File: src/rtl/nx_fifo_rd_stream.sv
// nx_fifo_rd_stream
// Read-side adapter for a fixed-latency FIFO (empty/ren/rdata) that presents a
// valid/ready stream. Reads are issued only against free skid-buffer credit, so
// the buffer can never overflow and the stream runs at one word per cycle even
// across back-pressure. Each word carries its uncorrectable-error flag.
//
// Ports
//   clk, rst_n        clock, asynchronous active-low reset
//   fifo_empty        FIFO empty flag (registered in the FIFO)
//   fifo_ren          FIFO read strobe (combinational)
//   fifo_rdata/rerr   FIFO read word and its error flag, RD_LAT cycles after ren
//   clear             synchronous flush, shared with the FIFO's clear
//   out_valid/ready   stream handshake
//   out_data/out_err  stream word and its error flag
//   buf_level         occupied skid entries
//   err_cnt           saturating count of errored words accepted downstream
//   idle              registered: nothing in flight, buffer empty, FIFO empty
module nx_fifo_rd_stream #(
  parameter int RD_LAT = 1,
  parameter int DW     = 71
) (
  input  logic          clk,
  input  logic          rst_n,
  input  logic          fifo_empty,
  output logic          fifo_ren,
  input  logic [DW-1:0] fifo_rdata,
  input  logic          fifo_rerr,
  input  logic          clear,
  output logic          out_valid,
  input  logic          out_ready,
  output logic [DW-1:0] out_data,
  output logic          out_err,
  output logic [1:0]    buf_level,
  output logic [15:0]   err_cnt,
  output logic          idle
);

  localparam int             BUF_DEPTH = RD_LAT + 1;
  localparam int             PW        = (BUF_DEPTH > 2) ? 2 : 1;
  localparam logic [PW-1:0]  LAST_PTR  = PW'(BUF_DEPTH - 1);
  localparam logic [2:0]     DEPTH3    = 3'(BUF_DEPTH);

  // tag_reg[i] set means a read was issued i+1 cycles ago; the top stage
  // marks the cycle in which fifo_rdata/fifo_rerr belong to that read.
  logic [RD_LAT-1:0]  tag_reg;
  logic [RD_LAT-1:0]  tag_next;
  logic [DW:0]        mem_reg [BUF_DEPTH];
  logic [PW-1:0]      wr_ptr_reg;
  logic [PW-1:0]      rd_ptr_reg;
  logic [1:0]         level_reg;
  logic [1:0]         level_next;
  logic [15:0]        err_cnt_reg;
  logic               idle_reg;

  logic               pop;
  logic               wr_en;
  logic [2:0]         inflight;
  logic [2:0]         credit_used;
  logic [BUF_DEPTH-1:0] ent_we;

  function automatic logic [PW-1:0] ptr_inc(input logic [PW-1:0] p);
    return (p == LAST_PTR) ? '0 : p + 1'b1;
  endfunction

  assign out_valid = (level_reg != 2'd0);
  assign pop       = out_valid & out_ready;
  // Data returning during clear is dropped along with everything else.
  assign wr_en     = tag_reg[RD_LAT-1] & ~clear;

  always_comb begin
    inflight = '0;
    for (int i = 0; i < RD_LAT; i++) begin
      inflight = inflight + {2'b00, tag_reg[i]};
    end
  end

  // A pop this cycle frees an entry in time for a read issued now, which is
  // what keeps a full-rate stream going without bubbles.
  assign credit_used = inflight + {1'b0, level_reg} - {2'b00, pop};
  assign fifo_ren    = ~fifo_empty & ~clear & (credit_used < DEPTH3);

  always_comb begin
    tag_next    = '0;
    tag_next[0] = fifo_ren;
    for (int i = 1; i < RD_LAT; i++) begin
      tag_next[i] = tag_reg[i-1];
    end
  end

  always_comb begin
    level_next = level_reg;
    if (wr_en && !pop) begin
      level_next = level_reg + 2'd1;
    end else if (!wr_en && pop) begin
      level_next = level_reg - 2'd1;
    end
  end

  for (genvar gi = 0; gi < BUF_DEPTH; gi++) begin : g_we
    assign ent_we[gi] = wr_en && (wr_ptr_reg == PW'(gi));
  end

  // Storage is reset so the head (and thus out_data/out_err) reads 0 in reset.
  always_ff @(posedge clk or negedge rst_n) begin
    if (!rst_n) begin
      for (int i = 0; i < BUF_DEPTH; i++) begin
        mem_reg[i] <= '0;
      end
    end else begin
      for (int i = 0; i < BUF_DEPTH; i++) begin
        if (ent_we[i]) begin
          mem_reg[i] <= {fifo_rerr, fifo_rdata};
        end
      end
    end
  end

  always_ff @(posedge clk or negedge rst_n) begin
    if (!rst_n) begin
      tag_reg     <= '0;
      wr_ptr_reg  <= '0;
      rd_ptr_reg  <= '0;
      level_reg   <= 2'd0;
      err_cnt_reg <= 16'd0;
      idle_reg    <= 1'b1;
    end else begin
      tag_reg <= clear ? '0 : tag_next;
      if (clear) begin
        wr_ptr_reg <= '0;
        rd_ptr_reg <= '0;
        level_reg  <= 2'd0;
      end else begin
        if (wr_en) begin
          wr_ptr_reg <= ptr_inc(wr_ptr_reg);
        end
        if (pop) begin
          rd_ptr_reg <= ptr_inc(rd_ptr_reg);
        end
        level_reg <= level_next;
      end
      // A pop in the clear cycle is a real transfer, so it still counts.
      if (pop && out_err && (err_cnt_reg != 16'hFFFF)) begin
        err_cnt_reg <= err_cnt_reg + 16'd1;
      end
      idle_reg <= (tag_reg == '0) && (level_reg == 2'd0) && fifo_empty;
    end
  end

  assign out_data  = mem_reg[rd_ptr_reg][DW-1:0];
  assign out_err   = mem_reg[rd_ptr_reg][DW];
  assign buf_level = level_reg;
  assign err_cnt   = err_cnt_reg;
  assign idle      = idle_reg;

endmodule
File: config.mk
export PLATFORM = sky130hd
export DESIGN_NAME = nx_fifo_rd_stream
export DESIGN_NICKNAME = d
export VERILOG_FILES = /design/src/rtl/nx_fifo_rd_stream.sv
export SDC_FILE = /design/constraint.sdc
export NUM_CORES = 1
export LEC_CHECK = 0
export CAP_MARGIN = 20
export CORE_ASPECT_RATIO = 1.5
export CORE_UTILIZATION = 54
export DETAILED_ROUTE_END_ITERATION = 6
export PLACE_DENSITY = 0.95
export SYNTH_ARGS = -nofsm -noshare
export SYNTH_HDL_FRONTEND = slang
export SYNTH_SLANG_ARGS = --single-unit
export TNS_END_PERCENT = 30
File: constraint.sdc
create_clock -name clk -period 3.75 [get_ports clk]
set_clock_uncertainty 0.1 [all_clocks]
set_input_delay 0.75 -clock clk [delete_from_list [all_inputs] [get_ports clk]]
set_output_delay 0.75 -clock clk [all_outputs]
set_load 0.05 [all_outputs]
==> impl_metrics.yaml <==
run_status:
  status: "complete, no violations"
worst_setup_path:
  crit_slowest_cell: "clkdlybuf4s50_1"
  cp-start-kind: "primary input"
  path_class: "primary input to primary output"
  cp_cell_sequence: "clkdlybuf4s50_1 > nor2b_1 > o21ai_0 > fa_1 > xor2_1 > nor4b_2 > buf_12"
  crit_required_ns: 2.90
  cpPeakStageDelay_ns: 0.58
  cp.arrival_ns: 2.82
  crit_path_end_kind: "primary output"
  path_delay_family: "buffers and inverters"
  crit_path_max_fanout: 6
  cp_num_cells: 7
  path_buf_inv: 2
  r2r_cells: 5
timing:
  period_share: 0.978
  fmax_mhz: 273
  setup_violations: 0
  max_slew_margin: 0.442
  report.final.slew_viol_count: 0
  final_hold_viol_count: 0
  worstMarginPinSlew_ns: 0.836
  finalSetupTns_ns: 0
  grt_setup_unrepaired: "false"
  finalCriticalPeriod_ns: 3.67
pwr:
  p_int_mw: 4.45
  peakVddDrop_uv: 508
  pwr-share-clk: 0.241
  p_switching_mw: 2.48
  share_comb_of_total_power: 0.382
  p_sw_frac: 0.358
  leakagePower_nw: 4.17
  power_frac_seq: 0.377
  power.density_nw_per_um2: 710
grt:
  grt_pass1_wl_um: 25600
  grt_pass1_vias: 5170
  grtUsageMet2: 0.441
  globalRouteOverflowTotal: 0
  antenna_found_initial: 0
  grt_util_met3: 0.0572
  gr-usage-met1: 0.241
  grt_max_degree: 90
  grt-busiest-layer: "met2"
  grt_usage: 0.234
synth:
  synth_top_area_frac: 0.564
  ys_types: 39
  synth_nets: 567
  yosysWarnings: 0
  ys_top_cells_by_area: "dfrtp_1 56%, mux2_2 33%, buf_2 1.2%, xnor2_1 1.1%, xor2_1 0.84%"
  synth_area_um2: 7330
  synth_area_per_cell_um2: 15.0
  yosysTopAreaCell: "dfrtp_1"
  syn_inst: 488
  ys_ff_latch: 166
  ys_seq_area_frac: 0.567
cts:
  clkTransAtPathRegs_ns: 0.07
  clk_latency_ns: 0.42
  cts_root_buffer: "clkbuf_16"
  tritoncts: "built"
  cts_made_buffers: 17
  clk_path_buf_depth: 2
  cts.sinks: 166
  cts_max_level: 4
  cts_hold_buffers: 0
finish:
  fill_cells: 785
  layout_common_cells: "216 x mux2_2, 167 x clkdlybuf4s50_1, 164 x dfrtp_1"
  n_antenna_cell: 0
  largest_register_ffs: 144
  final_common_cell: "mux2_2"
  final_cells: 829
  fin_nets: 737
  design_area_um2: 9770
  syn_to_final_growth_pct: 33.4
  layout-drive-gt1-share: 0.403
floorplanning:
  io-pin-count: 170
  dieArea_um2: 14000
  die_w_um: 97.1
  row_count: 51
  start_util: 0.560
  core_um2: 13100
  die_y_um: 145
placed_design:
  dp_cells: 798
  dp_hpwl_um: 10900
  placedInstanceArea_um2: 9200
  portBuffers: 169
  finalWeightedCongestion: 0.848
drt:
  first_iter_violations: 125
  wire_per_inst_um: 19.3
  post_drt_via_cell_ratio: 5.62
  drt_first_pass_iters: 6
  dr_total_vias: 4658
  drc: 0
  routed_wl_um: 16000
  postRouteAntennaNets: 0
hold_path:
  min_path_type: "primary input to async pin"
run:
  cap_violations: 0
==> stage by stage <==
stage	hold slack, ns	util	setup slack [ns]	total power, mW
after global routing	0.371	0.747	0.00452	7.21
after global placement	0.381	0.703	0.286	5.16
after CTS	0.328	0.747	0.104	6.98
final	0.263	0.747	0.0822	6.93
after detailed placement	0.387	0.703	0.104	5.29
after floorplan	0.354	-	0.158	4.41
==> cell families (layout without fill, tap and decap cells) <==
group                      after synthesis  in the layout  share of synthesized area
buffers and inverters                   29            211                     0.0183
and+or+nand+nor                         48             48                     0.0487
xor gates and xnor gates                16             16                     0.0191
AOI/OAI and AO/OA                        9              9                    0.00683
DFF                                    166            166                      0.567
adders and majority gates                2              2                    0.00444
muxes                                  218            218                      0.335
==> power groups by stage <==
stage | combinational (mW) | sequential [mW] | clock [mW]
3_3_place_gp | 2.59 | 2.57 | 0
3_5_place_dp | 2.65 | 2.63 | 0
5_1_grt | 2.76 | 2.68 | 1.77
6_report | 2.65 | 2.61 | 1.67
2_1_floorplan | 1.83 | 2.58 | 0
4_1_cts | 2.67 | 2.61 | 1.70
==> cell type report <==
class | count | area (um^2) | area share
repair buffers | 177 | 1790 | 0.183
inverters | 3 | 11.3 | 0.00115
clock buffers | 20 | 437 | 0.0447
flip-flops and latches | 166 | 4160 | 0.425
clock inverters | 11 | 129 | 0.0132
multi-input cells | 293 | 3050 | 0.312
well taps | 159 | 199 | 0.0204
==> cells in the mapped netlist <==
cell and count:
mux2_1 1, nor2_1 6, mux2i_2 1, a31oi_1 1, o21ai_0 3, nor3b_2 1, a21oi_1 3, ha_1 1
nor3b_1 3, nand2b_1 3, dfrtp_1 165, xnor2_1 9, nor4b_2 1, dfstp_2 1, nor4_2 1, xor2_1 7
clkbuf_1 8, buf_4 1, nand4_2 2, or2_2 1, nand4_1 4, buf_2 17, nor2b_1 2, o21ai_1 1
nor4_4 2, nor3_1 3, fa_1 1, mux2_2 216, nor4b_1 2, and3_1 2, inv_1 3, nor2_2 1
nand3b_1 3, nor3_2 1, or2_1 1, a41oi_1 1, nand3_1 6, nand2_1 1, nand4b_1 2
==> worst paths after layout <==
| path | end | slack (ns) | startpoint |
|---|---|---|---|
| hold reg to reg | mem_reg[10]$_DFFE_PN0P_ | 0.40 | mem_reg[10]$_DFFE_PN0P_ |
| min in group clk | mem_reg[10]$_DFFE_PN0P_ | 0.40 | mem_reg[10]$_DFFE_PN0P_ |
| hold / removal | mem_reg[137]$_DFFE_PN0P_ | 0.26 | rst_n |
| setup reg to reg | err_cnt[1]$_DFFE_PN0P_ | 1.65 | rd_ptr_reg$_DFFE_PN0P_ |
| max in group asynchronous | mem_reg[51]$_DFFE_PN0P_ | 2.42 | rst_n |
| setup / recovery | fifo_ren | 0.08 | out_ready |
==> routing by layer <==
metal	routed length, um	vias up
met5	0	-
met4	480	0
met3	751	34
met2	9170	150
met1	5630	2380
li1	-	2094
==> repair_timing <==
item,in CTS,in global routing
gates resized for setup,0,1
setup buffers,0,0
endpoints found under the hold margin,0,0
endpoints found under the setup margin,0,1
(Power assumes the default switching activity.)
